--- config.mk ---
export PLATFORM = sky130hd
export DESIGN_NAME = serial_adder
export DESIGN_NICKNAME = d
export VERILOG_FILES = /design/src/rtl/serial_adder.sv
export SDC_FILE = /design/constraint.sdc
export NUM_CORES = 1
export LEC_CHECK = 0
export BUFFER_PORTS_ARGS = -buffer_cell sky130_fd_sc_hd__buf_2
export CORE_ASPECT_RATIO = 2
export CORE_UTILIZATION = 29
export CTS_BUF_LIST = sky130_fd_sc_hd__clkbuf_2
export CTS_CLUSTER_SIZE = 28
export DETAILED_ROUTE_END_ITERATION = 8
export MAX_ROUTING_LAYER = met4
export PLACE_DENSITY_LB_ADDON = 0.12
export REMOVE_ABC_BUFFERS = 1
export SYNTH_ARGS = -nofsm -noshare
export SYNTH_HDL_FRONTEND = slang
export SYNTH_SLANG_ARGS = --single-unit
--- constraint.sdc ---
create_clock -name clk -period 3.1 [get_ports clk]
set_clock_uncertainty 0.15 [all_clocks]
set_input_delay 0.155 -clock clk [delete_from_list [all_inputs] [get_ports clk]]
set_output_delay 0.155 -clock clk [all_outputs]
set_load 0.005 [all_outputs]
--- src/rtl/serial_adder.sv ---
// serial_adder: bit-serial ripple adder, one bit per clock, LSB first.
// {cout,sum} = a + b + cin after WIDTH clocks in RUN; done pulses for one cycle.
// Optional feature: define SERIAL_ADDER_OVF_EN to add the registered signed
// overflow output ovf and the operand sign capture that feeds it.
//
// state | meaning
// ------+-------------------------------------------------------------
// IDLE  | waiting for start; result registers hold the last answer
// RUN   | one full-adder step per clock, operands shift right
// DONE  | one-cycle done pulse; sum/cout/ovf valid, start ignored
module serial_adder #(
    parameter int WIDTH = 8
) (
    input  logic             clk,
    input  logic             rst,
    input  logic             start,
    input  logic [WIDTH-1:0] a,
    input  logic [WIDTH-1:0] b,
    input  logic             cin,
    output logic             busy,
    output logic             done,
    output logic [WIDTH-1:0] sum,
    output logic             cout
`ifdef SERIAL_ADDER_OVF_EN
    ,
    output logic             ovf
`endif
);

    localparam int CW = $clog2(WIDTH);
    localparam logic [CW-1:0] LAST_BIT = CW'(WIDTH - 1);

    typedef enum logic [1:0] {
        IDLE = 2'd0,
        RUN  = 2'd1,
        DONE = 2'd2
    } state_t;

    state_t           state_q, state_d;
    logic [WIDTH-1:0] a_q, a_d;
    logic [WIDTH-1:0] b_q, b_d;
    logic [WIDTH-1:0] sum_q, sum_d;
    logic             carry_q, carry_d;
    logic             cout_q, cout_d;
    logic [CW-1:0]    cnt_q, cnt_d;
    logic             bit_s;
    logic             bit_c;
`ifdef SERIAL_ADDER_OVF_EN
    // Operand sign bits are shifted out during RUN, so keep a copy at accept.
    logic             a_msb_q, a_msb_d;
    logic             b_msb_q, b_msb_d;
    logic             ovf_q, ovf_d;
`endif

    // One full-adder slice operating on the current LSBs and the carry register.
    always_comb begin
        bit_s = a_q[0] ^ b_q[0] ^ carry_q;
        bit_c = (a_q[0] & b_q[0]) | (a_q[0] & carry_q) | (b_q[0] & carry_q);
    end

    // Next-state and datapath update: capture in IDLE, shift/add in RUN.
    always_comb begin
        state_d = state_q;
        a_d     = a_q;
        b_d     = b_q;
        sum_d   = sum_q;
        carry_d = carry_q;
        cout_d  = cout_q;
        cnt_d   = cnt_q;
`ifdef SERIAL_ADDER_OVF_EN
        a_msb_d = a_msb_q;
        b_msb_d = b_msb_q;
        ovf_d   = ovf_q;
`endif
        case (state_q)
            IDLE: begin
                if (start) begin
                    state_d = RUN;
                    a_d     = a;
                    b_d     = b;
                    carry_d = cin;
                    cnt_d   = '0;
`ifdef SERIAL_ADDER_OVF_EN
                    a_msb_d = a[WIDTH-1];
                    b_msb_d = b[WIDTH-1];
`endif
                end
            end
            RUN: begin
                a_d     = a_q >> 1;
                b_d     = b_q >> 1;
                sum_d   = {bit_s, sum_q[WIDTH-1:1]};
                carry_d = bit_c;
                cnt_d   = cnt_q + 1'b1;
                if (cnt_q == LAST_BIT) begin
                    state_d = DONE;
                    cout_d  = bit_c;
`ifdef SERIAL_ADDER_OVF_EN
                    // bit_s is the sum MSB being shifted in on this edge.
                    ovf_d   = (a_msb_q == b_msb_q) && (bit_s != a_msb_q);
`endif
                end
            end
            DONE: begin
                state_d = IDLE;
            end
            default: begin
                state_d = IDLE;
            end
        endcase
    end

    // State and datapath registers with synchronous reset.
    always_ff @(posedge clk) begin
        if (rst) begin
            state_q <= IDLE;
            a_q     <= '0;
            b_q     <= '0;
            sum_q   <= '0;
            carry_q <= 1'b0;
            cout_q  <= 1'b0;
            cnt_q   <= '0;
`ifdef SERIAL_ADDER_OVF_EN
            a_msb_q <= 1'b0;
            b_msb_q <= 1'b0;
            ovf_q   <= 1'b0;
`endif
        end else begin
            state_q <= state_d;
            a_q     <= a_d;
            b_q     <= b_d;
            sum_q   <= sum_d;
            carry_q <= carry_d;
            cout_q  <= cout_d;
            cnt_q   <= cnt_d;
`ifdef SERIAL_ADDER_OVF_EN
            a_msb_q <= a_msb_d;
            b_msb_q <= b_msb_d;
            ovf_q   <= ovf_d;
`endif
        end
    end

    // Status decodes straight from the state register; results from flops.
    always_comb begin
        busy = (state_q == RUN);
        done = (state_q == DONE);
        sum  = sum_q;
        cout = cout_q;
`ifdef SERIAL_ADDER_OVF_EN
        ovf  = ovf_q;
`endif
    end

endmodule

# == Yosys cells after proc, flatten, opt, wreduce, memory -nomap -nowiden ==
# Cells that the tools add are included.
# totals
register_bits,31
word_cells,36
input_bits,20
# classes
mux,11
n_eq_ne,5
addsub,1
bitwise,7
reduce_logical,5
# op_table
operator,n
$pmux W8 S2,2
$mux W8,2
$pmux W3 S2,1
$reduce_and A2 Y1,3
$mux W2,2
$pmux W2 S2,1
$add A3 B1 Y3 const B,1
$and A1 B1 Y1,3
$eq A3 B3 Y1 const B,1
$mux W3,1
$eq A2 B1 Y1 const B,1
$eq A2 B2 Y1 const B,1
$logic_not A2 Y1,1
$ne A2 B1 Y1 const B,1
$ne A2 B2 Y1 const B,1
$or A1 B1 Y1,2
$pmux W1 S2,1
$reduce_bool A2 Y1,1
$xor A1 B1 Y1,2
$mux W1,1

# == Longest topological paths before layout ==
# logic_depth
depth_word,4
depth_mapped,6

# == Least setup slack after synthesis ==
# OpenSTA, ideal clock, no wires.
# synth_path
path_kind,register to register
startpoint,register a_q[0]
endpoint,register carry_q
setup_ns,0.139
path_slack_ns,1.822
path_stages_with_launch,4
path_buffers,0
t_arrival_ns,0.990
synth_period_minus_slack_ns,1.278
required_time_ns,2.811
cell_sequence,dfxtp_1 fa_1 mux2i_1 a211oi_2
# synth_via
elab_chain_cells,4
word_cells_on_any_way,5
cone_classes,mux (1); bitwise (4)
# synth_rtl
item,line_no,text
from (decl),40,"logic [WIDTH-1:0] a_q, a_d;"
from (signal assigned),117,a_q <= '0;
from (signal assigned),130,a_q <= a_d;
$and A1 B1 Y1,58,bit_c = (a_q[0] & b_q[0]) | (a_q[0] & carry_q) | (b_q[0] & carry_q);
$or A1 B1 Y1 (*) (2 in series),58,
via bit_c,47,logic bit_c;
$pmux W1 S2 (*),75,case (state_q)
to (signal assigned),133,carry_q <= carry_d;
to (decl),43,"logic carry_q, carry_d;"
# The timed path passes the listed nets; every way through them passes the cells marked *.
# A chain may end at the register's enable or synchronous reset.

# == Worst setup path after layout ==
# layout_path
startpoint,register state_q[0]
endpoint,output port busy
# layout_via
elab_chain_cells,1
# layout_rtl
item,line_no,text
from (decl),39,"state_t state_q, state_d;"
from (signal assigned),129,state_q <= state_d;
$eq A2 B1 Y1,146,busy = (state_q == RUN);
to (decl),20,"output logic busy,"
# Every way passes these cells.

==> impl_metrics.py <==
metrics = {
    "power": {
        "p_sw_uw": 223,
        "power.internal_uw": 543,
        "peakVddDrop_mv": 0.255,
        "power_frac_comb_pct": 16.2,
        "power_frac_seq_pct": 57.4,
        "p_clk_share_pct": 26.4,
        "leakage_nw": 0.731,
        "powerDensity_nw_per_um2": 435,
        "switching_share_pct": 29.1,
    },
    "cts": {
        "hold_buffers": 17,
        "cts_buffer_depth": 2,
        "cts_made_buffers": 5,
        "clockRootBuffer": "clkbuf_2",
        "cts_tree": "done",
        "cts-resized-gates": 0,
        "cts.sinks": 31,
        "path_clk_slew_ps": 180,
        "htree_levels": 2,
        "post-cts-setup-buffers": 0,
        "clk_latency_ps": 370,
    },
    "yosys": {
        "yosysSeqAreaShare_pct": 44.6,
        "yosys-top-cells-area": "dfxtp_1 (45%), a211oi_2 (13%), mux2i_1 (12%)",
        "syn_inst": 137,
        "yosys_warnings": 0,
        "synthArstFlopShare_pct": 0,
        "yosys.area.top_type": "dfxtp_1",
        "synth_edf_count": 0,
        "syn_area_um2": 1390,
        "synth.most_common_cell": "dfxtp_1",
        "synth.ff_latch_count": 31,
        "ys_types": 25,
        "synth_common_cells": "dfxtp_1 (31), nor2_1 (21), nand2_1 (17)",
        "avgSynthCellArea_um2": 10.2,
        "synth_ff_type": "dfxtp_1",
        "netlist.area_leader.share_pct": 44.6,
    },
    "timing": {
        "fin_crit_ps": 2180,
        "grt_setup_unrepaired": "false",
        "max_freq_mhz": 459,
        "worst_pin_slew_ps": 739,
        "hold_slack_ps": 19.1,
        "max_slew_margin_pct": 50.8,
        "hold_viol_final": 0,
        "setup_tns_ps": 0,
        "report.final.slew_viol_count": 0,
        "finalSetupViolations": 0,
        "period_share_pct": 70.2,
    },
    "setup_path": {
        "critPathKind": "flip-flop to primary output",
        "path_cells": "nand2b_1 > inv_4 > buf_2",
        "cp_slowest_stage_delay_ps": 720,
        "endpoint_kind": "primary output",
        "crit_slowest_cell": "dfxtp_1",
        "required_ps": 2790,
        "startpoint_type": "flip-flop",
        "worstPathArrival_ps": 1870,
        "cp_max_fo": 13,
    },
    "finish": {
        "diodes": 0,
        "n_fill_cell": 496,
        "fin_util_pct": 38.2,
        "layout-drive-gt1-share_pct": 31.7,
        "area_growth_pct": 26.3,
        "nNetsFinal": 205,
    },
    "hold_path": {
        "min_path_type": "primary input to flip-flop",
    },
    "die": {
        "ioPinCount": 31,
        "std_cell_rows": 35,
        "die_x_um": 51.0,
        "coreArea_um2": 4600,
        "die_area_um2": 5100,
        "start_util_pct": 30.3,
        "die_h_um": 100,
    },
    "global_routing": {
        "antenna_found_initial": 0,
        "grt_max_degree": 32,
        "grt_pass1_wl_um": 4760,
        "grt_remaining_overflow": 0,
        "track_usage_pct": 12.8,
        "grt_pass1_vias": 1067,
    },
    "detailed_routing": {
        "firstDrtPassIters": 2,
        "ant_nets": 0,
        "num_vias": 1107,
        "vias_per_cell": 4.65,
        "wl_per_cell_um": 11.6,
        "drt_iter0_markers": 13,
        "routed_wl_um": 2760,
        "post-route-drc-count": 0,
    },
    "placement": {
        "routabilityCongestion": 0.718,
        "port-buffer-count": 30,
        "dpl.hpwl_um": 1880,
    },
    "run_status": {
        "status": "finished, final reports clean",
    },
    "run": {
        "maxCapViolations": 0,
    },
}
==> layer usage <==
metal / global-route usage [%] / vias to the layer above / share of wire, %
met1: 12.9 / 511 / 42
met2: 21.7 / 28 / 52
li1: - / 563 / -
met5: - / - / 0
met4: 7.05 / 0 / 1.6
met3: 3.33 / 5 / 4.3
==> through the flow <==
| stage | power (mW) | area, um^2 | worst slack (ps) | cells |
|---|---|---|---|---|
| final | 0.765 | 1760 | 922 | 238 |
| after global routing | 0.813 | 1760 | 747 | 238 |
| after CTS | 0.782 | 1760 | 870 | 238 |
| after detailed placement | 0.558 | 1550 | 1270 | 213 |
| after global placement | 0.554 | 1550 | 1350 | 213 |
| after floorplan | 0.517 | 1320 | 1180 | 127 |
==> path summary, 6_finish.rpt <==
check,startpoint,endpoint,slack [ps],cells past startpoint
max,state_q[0]$_SDFFE_PP0P_,busy,920,3
min,a[6],a_q[6]$_SDFFE_PP0P_,20,3
max reg2reg,state_q[0]$_SDFFE_PP0P_,cnt_q[0]$_SDFFE_PP0P_,1270,4
min reg2reg,sum[0]$_SDFFE_PP0P_,sum[0]$_SDFFE_PP0P_,320,2
==> cells by family after synthesis <==
group | synth area share, %
simple gates | 13.3
compound gates | 21.4
flops | 44.6
mux | 11.5
buf+inv | 5.93
fa+ha+maj | 3.24
==> cell usage in the layout, fill, tap and decap left out, types with 2 or more instances in the layout <==
master	n
dlygate4sd3_1	17
a211oi_2	15
a21oi_1	9
ha_1	2
dfxtp_1	31
nor2_1	21
nand2_1	17
mux2i_1	16
a22oi_1	4
buf_2	30
clkbuf_2	6
==> worst max-delay path, delay by kind of cell (launching register included) <==
family                 cells  cell delay (ps)
AND/OR/NAND/NOR            1              390
flip-flops                 1              720
buffers and inverters      2              390
==> power by group through the flow <==
stage	clock (mW)	sequential, mW	combinational [mW]
after floorplan	0	0.447	0.0699
after global placement	0	0.447	0.106
after detailed placement	0	0.449	0.110
after CTS	0.216	0.440	0.126
after global routing	0.232	0.444	0.138
final	0.202	0.439	0.124
==> final cells by class <==
cell class                      instances  area (um^2)  share of cell area [%]
Multi-Input combinational cell         94          688                    39.1
Sequential cell                        31          621                    35.3
Timing Repair Buffer                   48          328                    18.6
Tap cell                               55         68.8                    3.91
Clock buffer                            6         30.0                    1.71
Clock inverter                          2         12.5                   0.712
Inverter                                2         10.0                   0.569
==> flip-flops by register name, summed over array words and instances (netlist names) <==
| register | cells |
|---|---|
| b_q | 8 |
| cnt_q | 3 |
| sum | 8 |
| a_q | 8 |
| cout | 1 |
| state_q | 2 |
| carry_q | 1 |
Power figures use the tool's default switching activity.
